## config.mk

```make
export PLATFORM = sky130hd
export DESIGN_NAME = uart_echo_ctrl
export DESIGN_NICKNAME = d
export VERILOG_FILES = /design/src/rtl/uart_echo_ctrl.sv
export SDC_FILE = /design/constraint.sdc
export NUM_CORES = 1
export LEC_CHECK = 0
export BUFFER_PORTS_ARGS = -buffer_cell sky130_fd_sc_hd__buf_2
export CORE_MARGIN = 2
export CORE_UTILIZATION = 58
export DETAILED_ROUTE_END_ITERATION = 16
export PLACE_DENSITY = 0.85
export SLEW_MARGIN = 20
export SYNTH_ARGS = -nofsm -noshare
export SYNTH_HDL_FRONTEND = slang
export SYNTH_SLANG_ARGS = --single-unit
```

## constraint.sdc

```tcl
create_clock -name CLK -period 3.15 [get_ports CLK]
set_clock_uncertainty 0.2 [all_clocks]
set_input_delay 0.1575 -clock CLK [delete_from_list [all_inputs] [get_ports CLK]]
set_output_delay 0.1575 -clock CLK [all_outputs]
set_load 0.02 [all_outputs]
```

## src/rtl/uart_echo_ctrl.sv

```systemverilog
// ---------------------------------------------------------------------------
// uart_echo_ctrl
//
// Single-clock controller sitting between the UART core's FIFO interface and
// the board I/O. Each word waiting in the RX FIFO is popped, shown on the
// LEDs, transformed according to the selected mode and pushed back into the
// TX FIFO. If the TX FIFO stays full for too long the word in flight is
// dropped so the receive side never stalls indefinitely. RX, TX and drop
// counters are kept for debug display.
//
// Parameters:
//   N_BIT    data word width (matches the UART core)
//   CNT_W    width of each statistics counter (counters wrap)
//   TO_W     width of the TX-full timeout counter
//   TIMEOUT  TX-full wait limit in cycles before the word is dropped
//            (must be representable in TO_W bits)
//
// Ports:
//   CLK        system clock, everything on the rising edge
//   RESET      synchronous, active-high reset
//   mode       transform select: 0 echo, 1 increment, 2 invert,
//              3 receive-only (nothing is transmitted)
//   rx_empty   RX FIFO empty flag
//   r_data     RX FIFO head word, valid while rx_empty is low
//   rd_uart    RX FIFO pop strobe
//   tx_full    TX FIFO full flag
//   wr_uart    TX FIFO push strobe
//   w_data     word offered to the TX FIFO
//   leds       last received word
//   rx_count   words popped from the RX FIFO
//   tx_count   words pushed into the TX FIFO
//   drop_count words dropped because the TX FIFO stayed full
//   busy       high whenever the controller is not idle
// ---------------------------------------------------------------------------
module uart_echo_ctrl #(
    parameter int N_BIT   = 8,
    parameter int CNT_W   = 8,
    parameter int TO_W    = 10,
    parameter int TIMEOUT = 1023
) (
    input  logic             CLK,
    input  logic             RESET,
    input  logic [1:0]       mode,
    input  logic             rx_empty,
    input  logic [N_BIT-1:0] r_data,
    output logic             rd_uart,
    input  logic             tx_full,
    output logic             wr_uart,
    output logic [N_BIT-1:0] w_data,
    output logic [N_BIT-1:0] leds,
    output logic [CNT_W-1:0] rx_count,
    output logic [CNT_W-1:0] tx_count,
    output logic [CNT_W-1:0] drop_count,
    output logic             busy
);

    typedef enum logic [1:0] {
        ST_IDLE = 2'b00,
        ST_POP  = 2'b01,
        ST_PUSH = 2'b10
    } state_t;

    localparam logic [1:0]      MODE_ECHO = 2'd0;
    localparam logic [1:0]      MODE_INC  = 2'd1;
    localparam logic [1:0]      MODE_INV  = 2'd2;
    localparam logic [1:0]      MODE_RXO  = 2'd3;
    localparam logic [TO_W-1:0] TO_LIMIT  = TO_W'(TIMEOUT);

    // Transform applied to a received word before it is sent back.
    // Receive-only mode never transmits, so its value is irrelevant and the
    // raw word is passed through.
    function automatic logic [N_BIT-1:0] xform(
        input logic [N_BIT-1:0] d,
        input logic [1:0]       m
    );
        logic [N_BIT-1:0] r;
        case (m)
            MODE_ECHO: r = d;
            MODE_INC:  r = d + N_BIT'(1);
            MODE_INV:  r = ~d;
            default:   r = d;
        endcase
        return r;
    endfunction

    state_t           state_r;
    state_t           state_nxt_s;
    logic             pop_s;
    logic             push_s;
    logic             drop_s;
    logic             to_inc_s;
    logic [TO_W-1:0]  to_cnt_r;
    logic [N_BIT-1:0] w_data_r;
    logic [N_BIT-1:0] leds_r;
    logic [CNT_W-1:0] rx_cnt_r;
    logic [CNT_W-1:0] tx_cnt_r;
    logic [CNT_W-1:0] drop_cnt_r;

    // Next-state decode and FIFO strobes from the registered state and the
    // current FIFO flags only.
    always_comb begin
        state_nxt_s = state_r;
        pop_s       = 1'b0;
        push_s      = 1'b0;
        drop_s      = 1'b0;
        to_inc_s    = 1'b0;
        case (state_r)
            ST_IDLE: begin
                if (!rx_empty) begin
                    state_nxt_s = ST_POP;
                end else begin
                    state_nxt_s = ST_IDLE;
                end
            end
            ST_POP: begin
                // The pop is gated on a non-empty FIFO so a strobe can never
                // reach an empty FIFO even if the flag misbehaves.
                if (!rx_empty) begin
                    pop_s = 1'b1;
                    if (mode == MODE_RXO) begin
                        state_nxt_s = ST_IDLE;
                    end else begin
                        state_nxt_s = ST_PUSH;
                    end
                end else begin
                    state_nxt_s = ST_IDLE;
                end
            end
            ST_PUSH: begin
                if (!tx_full) begin
                    push_s      = 1'b1;
                    state_nxt_s = ST_IDLE;
                end else if (to_cnt_r == TO_LIMIT) begin
                    drop_s      = 1'b1;
                    state_nxt_s = ST_IDLE;
                end else begin
                    to_inc_s    = 1'b1;
                    state_nxt_s = ST_PUSH;
                end
            end
            default: begin
                state_nxt_s = ST_IDLE;
            end
        endcase
    end

    // State, data-path and statistics registers; reset overrides every event.
    always_ff @(posedge CLK) begin
        if (RESET) begin
            state_r    <= ST_IDLE;
            to_cnt_r   <= {TO_W{1'b0}};
            w_data_r   <= {N_BIT{1'b0}};
            leds_r     <= {N_BIT{1'b0}};
            rx_cnt_r   <= {CNT_W{1'b0}};
            tx_cnt_r   <= {CNT_W{1'b0}};
            drop_cnt_r <= {CNT_W{1'b0}};
        end else begin
            state_r <= state_nxt_s;
            if (pop_s) begin
                // The transform is resolved with the mode seen at pop time,
                // so later mode changes cannot alter the word in flight.
                leds_r   <= r_data;
                w_data_r <= xform(r_data, mode);
                rx_cnt_r <= rx_cnt_r + CNT_W'(1);
                to_cnt_r <= {TO_W{1'b0}};
            end
            if (to_inc_s) begin
                to_cnt_r <= to_cnt_r + TO_W'(1);
            end
            if (push_s) begin
                tx_cnt_r <= tx_cnt_r + CNT_W'(1);
            end
            if (drop_s) begin
                drop_cnt_r <= drop_cnt_r + CNT_W'(1);
            end
        end
    end

    assign rd_uart    = pop_s;
    assign wr_uart    = push_s;
    assign w_data     = w_data_r;
    assign leds       = leds_r;
    assign rx_count   = rx_cnt_r;
    assign tx_count   = tx_cnt_r;
    assign drop_count = drop_cnt_r;
    assign busy       = (state_r != ST_IDLE);

endmodule

```

==> flow_summary.json <==
{
  "status": "finished, final reports clean",
  "area_growth_pct": 18.6,
  "most-common-layout-cells": "buf_2 (56), dfxtp_1 (52), nand2_1 (37)",
  "fillers": 321,
  "cts_buffer_depth": 2,
  "route.detailed.drc": 0,
  "end_kind": "primary output",
  "synth_top_family_by_area": "simple AND/OR/NAND/NOR gates",
  "cts_root_buffer": "clkbuf_8",
  "grt_usage": 0.229,
  "syn_area_um2": 2530,
  "avgSynthCellArea_um2": 8.38,
  "place.gp.congestion": 0.789,
  "synth_compound_area_frac": 0.168,
  "powerDensity_nw_per_um2": 392,
  "slew_headroom": 0.370,
  "netlist_instances": 302,
  "fin_area_um2": 3000,
  "final_common_cell": "buf_2",
  "worstSetupPathType": "in2out",
  "insertion_delay_ps": 300,
  "start_util": 0.593,
  "grt_max_degree": 55,
  "setup_violations": 0,
  "place_area_um2": 2820,
  "num_vias": 2410,
  "startpoint_type": "input pin",
  "grt_overflow": 0,
  "cts-htree-levels": 2,
  "power_w": 0.00118,
  "wl_per_cell_um": 13.4,
  "core_area_um2": 4260,
  "period_share": 0.764,
  "post-route-min-period_ps": 2410,
  "io_pins": 57,
  "arrival_ps": 2050,
  "drtIter0Drc": 101,
  "wirelength_mm": 5.55,
  "dp_hpwl_mm": 3.62,
  "vdd_drop_max_mv": 0.325,
  "nNetsFinal": 382,
  "cts.repair.resized": 0,
  "hp-class": "in2reg",
  "postRouteAntennaNets": 0,
  "final_util": 0.704,
  "placedCellCount": 396,
  "synth_fa_ha_area_frac": 0.0396,
  "tns_ps": 0,
  "drive_gt1_frac": 0.208,
  "slew_violations": 0,
  "viasPerCell": 5.84,
  "synthSimpleGateAreaFrac": 0.277,
  "fmax_ghz": 0.416,
  "critPathRequiredTime_ps": 2790,
  "leakagePower_nw": 1.27,
  "diodes": 0,
  "drv_cap": 0,
  "hold_viol": 0,
  "syn_nets": 324,
  "firstDrtPassIters": 5,
  "synth.distinct_cells": 50,
  "port_buffers": 56,
  "num_rows": 24,
  "yosys_warnings": 0,
  "dieArea_um2": 4910,
  "clkTransAtPathRegs_ps": 100,
  "rsz0062_at_grt": "no",
  "grt_pass1_wl_mm": 9.25,
  "seq_area_um2": 1040,
  "multi_input_area_um2": 1400,
  "die_h_um": 70.0,
  "ys_seq_area_frac": 0.411,
  "synth_xor_area_frac": 0.0519,
  "cts_buffers": 5,
  "die_w_um": 70.0,
  "cts_sinks": 52,
  "antenna_found_initial": 0,
  "grt_pass1_vias": 2125,
  "final_cells": 413,
  "worst_pin_slew_ps": 944,
  "cts_tree": "done",
  "muxShareOfSynthArea": 0.0163,
  "synth-seq-cells": 52,
  "crit_fanout": 22
}
[path summary, 6_finish.rpt]
check | start | to | slack, ps | cells after the start
worst max register to register | to_cnt_r[0] | drop_count[5] | 780 | 5
worst min-delay path | tx_full | to_cnt_r[6] | 120 | 4
worst min register to register | leds[5] | leds[5] | 260 | 2
worst max-delay path | rx_empty | rd_uart | 740 | 6
[through the flow]
stage	worst slack (ps)	hold slack [ps]
floorplan	987	36.8
global placement	844	136
detailed placement	816	146
CTS	760	101
global route	618	133
finish	744	117
[where the power goes]
part | switching, W | internal [W]
clock network | 0.000218 | 0.000158
registers | 0.00000748 | 0.000668
logic | 0.0000786 | 0.0000457
[cells in the mapped netlist (all sizes together)]
| cell type | instances | area share |
|---|---|---|
| dfxtp | 52 | 0.41 |
| nand2 | 37 | 0.055 |
| nor2 | 33 | 0.049 |
| a21oi | 26 | 0.051 |
| clkbuf | 11 | 0.016 |
| nand3 | 11 | 0.022 |
| xor2 | 11 | 0.038 |
| o21ai | 10 | 0.020 |
| nor3 | 9 | 0.018 |
| ha | 8 | 0.040 |
| nand4 | 8 | 0.022 |
| and3 | 6 | 0.015 |
| inv | 6 | 0.0089 |
| a31oi | 5 | 0.012 |
| buf | 5 | 0.010 |
| nor3b | 5 | 0.017 |
| o31ai | 5 | 0.017 |
| or3 | 5 | 0.012 |
| or4 | 5 | 0.016 |
| nand2b | 4 | 0.0099 |
| xnor2 | 4 | 0.014 |
| a211oi | 3 | 0.0089 |
| a311oi | 3 | 0.010 |
| a41oi | 3 | 0.010 |
| mux2i | 3 | 0.012 |
| a2111oi | 2 | 0.0069 |
| a221oi | 2 | 0.0069 |
| and4 | 2 | 0.0069 |
| nor4 | 2 | 0.0049 |
| o211ai | 2 | 0.0059 |
| a211o | 1 | 0.0035 |
| a31o | 1 | 0.0035 |
| and2 | 1 | 0.0025 |
| and3b | 1 | 0.0035 |
| mux2 | 1 | 0.0045 |
| nand3b | 1 | 0.0079 |
| nor2b | 1 | 0.0025 |
| o2111ai | 1 | 0.0035 |
| o211a | 1 | 0.0040 |
| o311a | 1 | 0.0040 |
| or2 | 1 | 0.0025 |
| or2b | 1 | 0.0030 |
| or3b | 1 | 0.0035 |
| or4b | 1 | 0.0040 |
[worst max-delay path, stage by stage]
cell           delay (ps)
dlygate4sd3_1         550
buf_2                 130
or3b_2                660
inv_1                 140
buf_4                 200
buf_2                 190
[layout make-up]
cell class / count / area share
Inverter: 6 / 0.00750
Sequential cell: 52 / 0.347
Multi-Input combinational cell: 228 / 0.466
Clock inverter: 2 / 0.00542
Tap cell: 52 / 0.0217
Timing Repair Buffer: 67 / 0.128
Clock buffer: 6 / 0.0242
[registers in the layout, indices dropped and copies added, names as in the netlist]
register / count
rx_count: 8
leds: 8
drop_count: 8
tx_count: 8
to_cnt_r: 10
w_data: 8
state_r: 2
[cells by family (layout without fill, tap and decap cells)]
group | after synthesis | count (layout)
simple gates | 135 | 135
compound gates | 66 | 66
flops | 52 | 52
buf+inv | 22 | 81
xor+xnor | 15 | 15
fa+ha+maj | 8 | 8
mux | 4 | 4
[metal layers]
layer / wire, um / global-route usage / vias to the layer above
li1: - / - / 1206
met1: 2540 / 0.299 / 1126
met2: 2630 / 0.369 / 73
met3: 321 / 0.0548 / 5
met4: 50 / 0.0855 / 0
met5: 0 / 0 / -
[repair_timing]
action                    4_1_cts  5_1_grt
setup buffers                   0        0
hold endpoints to repair       10        0
hold buffers                    9        0
(Power assumes the default switching activity.)
